[config.mk]
export PLATFORM = sky130hd
export DESIGN_NAME = mem_port_arbiter
export DESIGN_NICKNAME = d
export VERILOG_FILES = /design/src/rtl/mem_port_arbiter.sv
export SDC_FILE = /design/constraint.sdc
export NUM_CORES = 1
export LEC_CHECK = 0
export CAP_MARGIN = 0
export CORE_MARGIN = 2
export CORE_UTILIZATION = 35
export CTS_BUF_LIST = sky130_fd_sc_hd__clkbuf_4 sky130_fd_sc_hd__clkbuf_8 sky130_fd_sc_hd__clkbuf_16
export CTS_CLUSTER_SIZE = 30
export DETAILED_ROUTE_END_ITERATION = 7
export PLACE_DENSITY = 0.71
export SLEW_MARGIN = 10
export SYNTH_ARGS = -nofsm -noshare
export SYNTH_HDL_FRONTEND = slang
export SYNTH_SLANG_ARGS = --single-unit
[constraint.sdc]
create_clock -name clk -period 4.9 [get_ports clk]
set_input_delay 1.225 -clock clk [delete_from_list [all_inputs] [get_ports clk]]
set_output_delay 1.225 -clock clk [all_outputs]
set_load 0.005 [all_outputs]
[src/rtl/mem_port_arbiter.sv]
// Purpose: arbitrates the CPU fetch (if_*) and data (d_*) request channels onto
//          one single-port word memory; one transaction in flight at a time.
// Latency: accept c0, memory strobe c1, capture end of c(1+MEM_LAT), response c(2+MEM_LAT).
// Backpressure: request ready only in IDLE; response held stable until rsp_ready.
//
// Ports:
//   clk, rst                   single clock, asynchronous active-low reset
//   if_req_* / if_rsp_*        fetch request (addr) and response (data) channels
//   d_req_* / d_rsp_*          data request (addr, we, wdata) and response channels
//   mem_addr/wdata/wren/rren/E memory command port; mem_rdata memory read data
//   busy                       high whenever the sequencer is not idle
module mem_port_arbiter #(
   parameter int MEM_LAT    = 1,
   parameter int STARVE_MAX = 4
) (
   input  logic        clk,
   input  logic        rst,
   // fetch channel
   input  logic        if_req_valid,
   output logic        if_req_ready,
   input  logic [29:0] if_addr,
   output logic        if_rsp_valid,
   input  logic        if_rsp_ready,
   output logic [31:0] if_rsp_data,
   // data channel
   input  logic        d_req_valid,
   output logic        d_req_ready,
   input  logic [29:0] d_addr,
   input  logic        d_we,
   input  logic [31:0] d_wdata,
   output logic        d_rsp_valid,
   input  logic        d_rsp_ready,
   output logic [31:0] d_rsp_data,
   // memory port
   output logic [29:0] mem_addr,
   output logic [31:0] mem_wdata,
   output logic        mem_wren,
   output logic        mem_rren,
   output logic        mem_E,
   input  logic [31:0] mem_rdata,
   output logic        busy
);

   localparam int LW = (MEM_LAT > 1) ? $clog2(MEM_LAT) : 1;
   localparam int SW = $clog2(STARVE_MAX + 1);

   typedef enum logic [1:0] {
      S_IDLE  = 2'd0,
      S_ISSUE = 2'd1,
      S_WAIT  = 2'd2,
      S_RESP  = 2'd3
   } state_t;

   state_t        r_state;
   state_t        w_state_nxt;

   logic [29:0]   r_addr;
   logic [31:0]   r_wdata;
   logic          r_we;
   logic          r_ch_if;       // 1 = transaction belongs to the fetch channel
   logic [LW-1:0] r_wait_cnt;
   logic [SW-1:0] r_starve;
   logic [31:0]   r_if_rsp_data;
   logic [31:0]   r_d_rsp_data;

   logic          w_idle;
   logic          w_force_if;
   logic          w_grant_if;
   logic          w_grant_d;
   logic          w_accept;
   logic          w_capture;
   logic [31:0]   w_cap_data;

   assign w_idle = (r_state == S_IDLE);

   // Fetch overrides the default data priority once data has been granted
   // STARVE_MAX times in a row while fetch was waiting.
   assign w_force_if = if_req_valid && (r_starve == SW'(STARVE_MAX));

   // Grants include the request valid, so a grant is also the handshake.
   // rst gates the grants so both readies are low while reset is asserted,
   // even though the state register already reads IDLE.
   assign w_grant_if = rst && w_idle && if_req_valid && (w_force_if || !d_req_valid);
   assign w_grant_d  = rst && w_idle && d_req_valid && !w_force_if;
   assign w_accept   = w_grant_if || w_grant_d;

   assign if_req_ready = w_grant_if;
   assign d_req_ready  = w_grant_d;

   // Last WAIT cycle is ISSUE+MEM_LAT; stores return a zero ack word.
   assign w_capture  = (r_state == S_WAIT) && (r_wait_cnt == '0);
   assign w_cap_data = r_we ? 32'h0 : mem_rdata;

   // ------------------------------------------------------------------
   // FSM state register
   // ------------------------------------------------------------------
   always_ff @(posedge clk or negedge rst) begin
      if (!rst) begin
         r_state <= S_IDLE;
      end else begin
         r_state <= w_state_nxt;
      end
   end

   // ------------------------------------------------------------------
   // FSM next state and decoded outputs
   // ------------------------------------------------------------------
   always_comb begin
      w_state_nxt  = r_state;
      mem_E        = 1'b0;
      mem_wren     = 1'b0;
      mem_rren     = 1'b0;
      if_rsp_valid = 1'b0;
      d_rsp_valid  = 1'b0;
      case (r_state)
         S_IDLE: begin
            if (w_accept) begin
               w_state_nxt = S_ISSUE;
            end
         end
         S_ISSUE: begin
            mem_E       = 1'b1;
            mem_wren    = r_we;
            mem_rren    = ~r_we;
            w_state_nxt = S_WAIT;
         end
         S_WAIT: begin
            if (w_capture) begin
               w_state_nxt = S_RESP;
            end
         end
         S_RESP: begin
            if_rsp_valid = r_ch_if;
            d_rsp_valid  = ~r_ch_if;
            if (r_ch_if ? if_rsp_ready : d_rsp_ready) begin
               w_state_nxt = S_IDLE;
            end
         end
         default: begin
            w_state_nxt = S_IDLE;
         end
      endcase
   end

   // ------------------------------------------------------------------
   // Request capture. The address register drives mem_addr directly and is
   // only reloaded on accept, so it stays stable from ISSUE through capture
   // (the memory keeps reading while E is low).
   // ------------------------------------------------------------------
   always_ff @(posedge clk or negedge rst) begin
      if (!rst) begin
         r_addr  <= '0;
         r_wdata <= '0;
         r_we    <= 1'b0;
         r_ch_if <= 1'b0;
      end else if (w_accept) begin
         r_addr  <= w_grant_if ? if_addr : d_addr;
         r_wdata <= w_grant_if ? 32'h0 : d_wdata;
         r_we    <= w_grant_d & d_we;
         r_ch_if <= w_grant_if;
      end
   end

   // ------------------------------------------------------------------
   // Memory latency counter: loaded in ISSUE, counts down through WAIT.
   // ------------------------------------------------------------------
   always_ff @(posedge clk or negedge rst) begin
      if (!rst) begin
         r_wait_cnt <= '0;
      end else if (r_state == S_ISSUE) begin
         r_wait_cnt <= LW'(MEM_LAT - 1);
      end else if ((r_state == S_WAIT) && (r_wait_cnt != '0)) begin
         r_wait_cnt <= r_wait_cnt - LW'(1);
      end
   end

   // ------------------------------------------------------------------
   // Starvation counter: only evaluated in IDLE, where grants happen.
   // ------------------------------------------------------------------
   always_ff @(posedge clk or negedge rst) begin
      if (!rst) begin
         r_starve <= '0;
      end else if (w_idle) begin
         if (!if_req_valid || w_grant_if) begin
            r_starve <= '0;
         end else if (w_grant_d && (r_starve != SW'(STARVE_MAX))) begin
            r_starve <= r_starve + SW'(1);
         end
      end
   end

   // ------------------------------------------------------------------
   // Per-channel response data registers; held until the next capture
   // for the same channel.
   // ------------------------------------------------------------------
   always_ff @(posedge clk or negedge rst) begin
      if (!rst) begin
         r_if_rsp_data <= '0;
         r_d_rsp_data  <= '0;
      end else if (w_capture) begin
         if (r_ch_if) begin
            r_if_rsp_data <= w_cap_data;
         end else begin
            r_d_rsp_data  <= w_cap_data;
         end
      end
   end

   assign if_rsp_data = r_if_rsp_data;
   assign d_rsp_data  = r_d_rsp_data;
   assign mem_addr    = r_addr;
   assign mem_wdata   = r_wdata;
   assign busy        = !w_idle;

endmodule

==> results.md <==
- Clk_lat worst skew: 0.41 ns
- Compound-Gate Fraction of Synth Area: 19.2%
- H-Tree Depth: 4
- Starting density of the core: 35.5%
- Adder and majority gate portion of the synthesized area: 1.41%
- Clock share of power: 26.2%
- Hpwl dp: 11500 um
- Seq cells post-synth: 134
- WL/cell: 17.0 um
- Clk buf depth: 2
- Post-CTS Repair Setup Buffers: 0
- Die height: 127 um
- Final-report hold violation count: 0
- Post-layout nets: 858
- Overall Global Routing Usage: 19.4%
- Clock Skews: 0.00704 ns
- Wire length of the first global-routing pass: 24400 um
- Seq pwr share: 35.0%
- Max_slew headroom: 34.4%
- Number of core rows: 45
- Required @ worst endpoint: 3.67 ns
- Comb power frac: 38.8%
- Share of flip-flops with an asynchronous set or reset: 100%
- Simple logic cell fraction of the synthesized area: 10.4%
- Final min period: 4.05 ns
- Switching power: 1.63 mW
- # diodes: 0
- Hold Worst Slack: 0.480 ns
- Synth cell count leaders: dfrtp_1 (134), nand2_1 (68), inv_1 (35), o21ai_0 (35)
- Largest net degree at the start of global routing: 65
- Clock sink count: 134
- Hold Path Class: register to register
- Port Buffers: 264
- Die Area: 16200 um^2
- Worst setup SP type: input pin
- PwrDens: 628 nW/um^2
- Clk root buf: clkbuf_16
- Boundary pin count: 265
- Residual DRC: 0
- RSZ-0062 raised after global routing: false
- Cells after Synth: 463
- Post-Syn Area: 5330 um^2
- Max-slew violations: 0
- Post-Synth XOR/XNOR Area: 0%
- Clock buffer count from CTS: 17
- EDFF count, synth: 0
- Vias per Instance: 4.95
- Number of global-route vias before repair: 4721
- Crit path capture type: output port
- Initial antenna violation count: 0
- CP max FO: 6
- Post-DRT Antenna Nets: 0
- 1st-pass router iterations: 6
- Maximum clock rate: 247 MHz
- YS warnings: 0
- Mean Syn Cell Area: 11.5 um^2
- CTS Hold Bufs: 0
- Setup tns final: 0 ns
- Final setup violation count: 0
- Critical setup path kind: input pin to output port
- Core region area: 15000 um^2
- Cell taking the most area after synthesis: dfrtp_1
- Least-Margin Pin Slew: 0.984 ns
- Die Wd: 127 um
- CTS tree: built
- Share of cells above drive strength 1: 6.81%
- Most common cell in the netlist: dfrtp_1
- Routability cong.: 0.765
- Critical Path AT: 2.82 ns
- Int Pwr: 3.89 mW
- R2r setup slk: 2.67 ns
- Final wirelength: 15700 um
- Max VDD drop: 0.000316 V
- Library cells used by synthesis: 34
- Final Cycle Share: 82.6%
- Reg clk slew, reported paths: 0.06 ns
- Top cells by area, synth: dfrtp_1 (63%), a222oi_1 (5.6%), a22o_1 (5.4%), nand2_1 (4.8%), nand2b_1 (3.9%)
- Synth Net Count: 600
- LEAKAGE: 3.97 nW
- Switching Share: 29.6%
- Post-synthesis mux area share: 0.399%
- Ys flop type: dfrtp_1
- Largest family of logic cells by synthesized area: compound AO/OA/AOI/OAI gates
- Sequential area share after synthesis: 62.9%
- DRT iter0 DRCs: 347
- Synth top area share: 62.9%
- Post_cts resized: 0
- GRT overflow: 0
- Status: completed
- Via count: 4564
- Max Cap Violations: 0
- Area Growth Syn to Fin: 64.7%
==> layout make-up <==
cell class / instances / area [um^2]
clock buffer: 20 / 454
clock inverter: 12 / 225
fill: 1247 / 6250
inverter: 35 / 131
multi-input combinational: 262 / 1690
sequential: 134 / 3350
tap: 188 / 235
timing repair buffer: 271 / 2700
==> worst paths after layout <==
kind,startpoint,endpoint,depth (start not counted)
max,if_req_valid,if_req_ready,4
min,if_rsp_data[5],if_rsp_data[5],2
max reg2reg,r_state[0],mem_addr[8],6
min reg2reg,if_rsp_data[5],if_rsp_data[5],2
max in group asynchronous,rst,if_rsp_data[10],2
min in group asynchronous,rst,if_rsp_data[26],1
==> per-layer routing <==
layer,routed length [um],up-vias,GRT usage (%)
li1,-,2152,-
met1,6070,2193,22.0
met5,0,-,0
met3,1370,14,6.41
met4,225,0,6.72
met2,8020,205,34.2
==> through the flow <==
stage / instances / cell area, um^2 / util (%) / total power, mW / worst slack [ns]
5_1_grt: 922 / 8780 / 58.4 / 5.86 / 0.814
4_1_cts: 922 / 8780 / 58.4 / 5.59 / 0.849
3_5_place_dp: 890 / 8100 / 53.9 / 4.12 / 0.860
3_3_place_gp: 890 / 8100 / 53.9 / 4.04 / 0.876
2_1_floorplan: 463 / 5330 / - / 2.75 / 1.90
6_report: 922 / 8780 / 58.4 / 5.52 / 0.854
==> sequential cells by signal (all words and copies together), names as in the netlist <==
| register | cells |
|---|---|
| mem_wdata | 32 |
| d_rsp_data | 32 |
| mem_addr | 30 |
| r_we | 1 |
| r_ch_if | 1 |
| r_starve | 3 |
| if_rsp_data | 32 |
| r_wait_cnt | 1 |
| r_state | 2 |
==> power groups by stage <==
stage / clock [mW] / combinational [mW] / sequential [mW]
2_1_floorplan: 0 / 0.844 / 1.91
5_1_grt: 1.53 / 2.33 / 2.00
6_report: 1.45 / 2.14 / 1.93
3_3_place_gp: 0 / 2.12 / 1.92
3_5_place_dp: 0 / 2.18 / 1.94
4_1_cts: 1.48 / 2.18 / 1.94
==> critical path, stage by stage <==
cell	delay [ns]
clkdlybuf4s50_1	0.67
and3_4	0.26
nor2b_4	0.15
clkdlybuf4s50_1	0.51
==> cells in the final DEF, fill, tap and decap left out, types with 17 or more instances in the layout <==
cell / n
nand2_1: 68
o21ai_0: 35
clkdlybuf4s50_1: 263
nand2b_1: 33
o21ai_1: 30
a222oi_1: 30
a22o_1: 33
dfrtp_1: 134
inv_1: 35
clkbuf_16: 17
==> logic make-up (layout without fill, tap and decap cells) <==
kind of cell               Yosys count  in the layout
AOI/OAI and AO/OA                  140            140
DFF                                134            134
and+or+nand+nor                    114            114
buffers and inverters               67            338
adders and majority gates            6              6
muxes                                2              2
No activity file was read; power rests on OpenSTA's default activity.
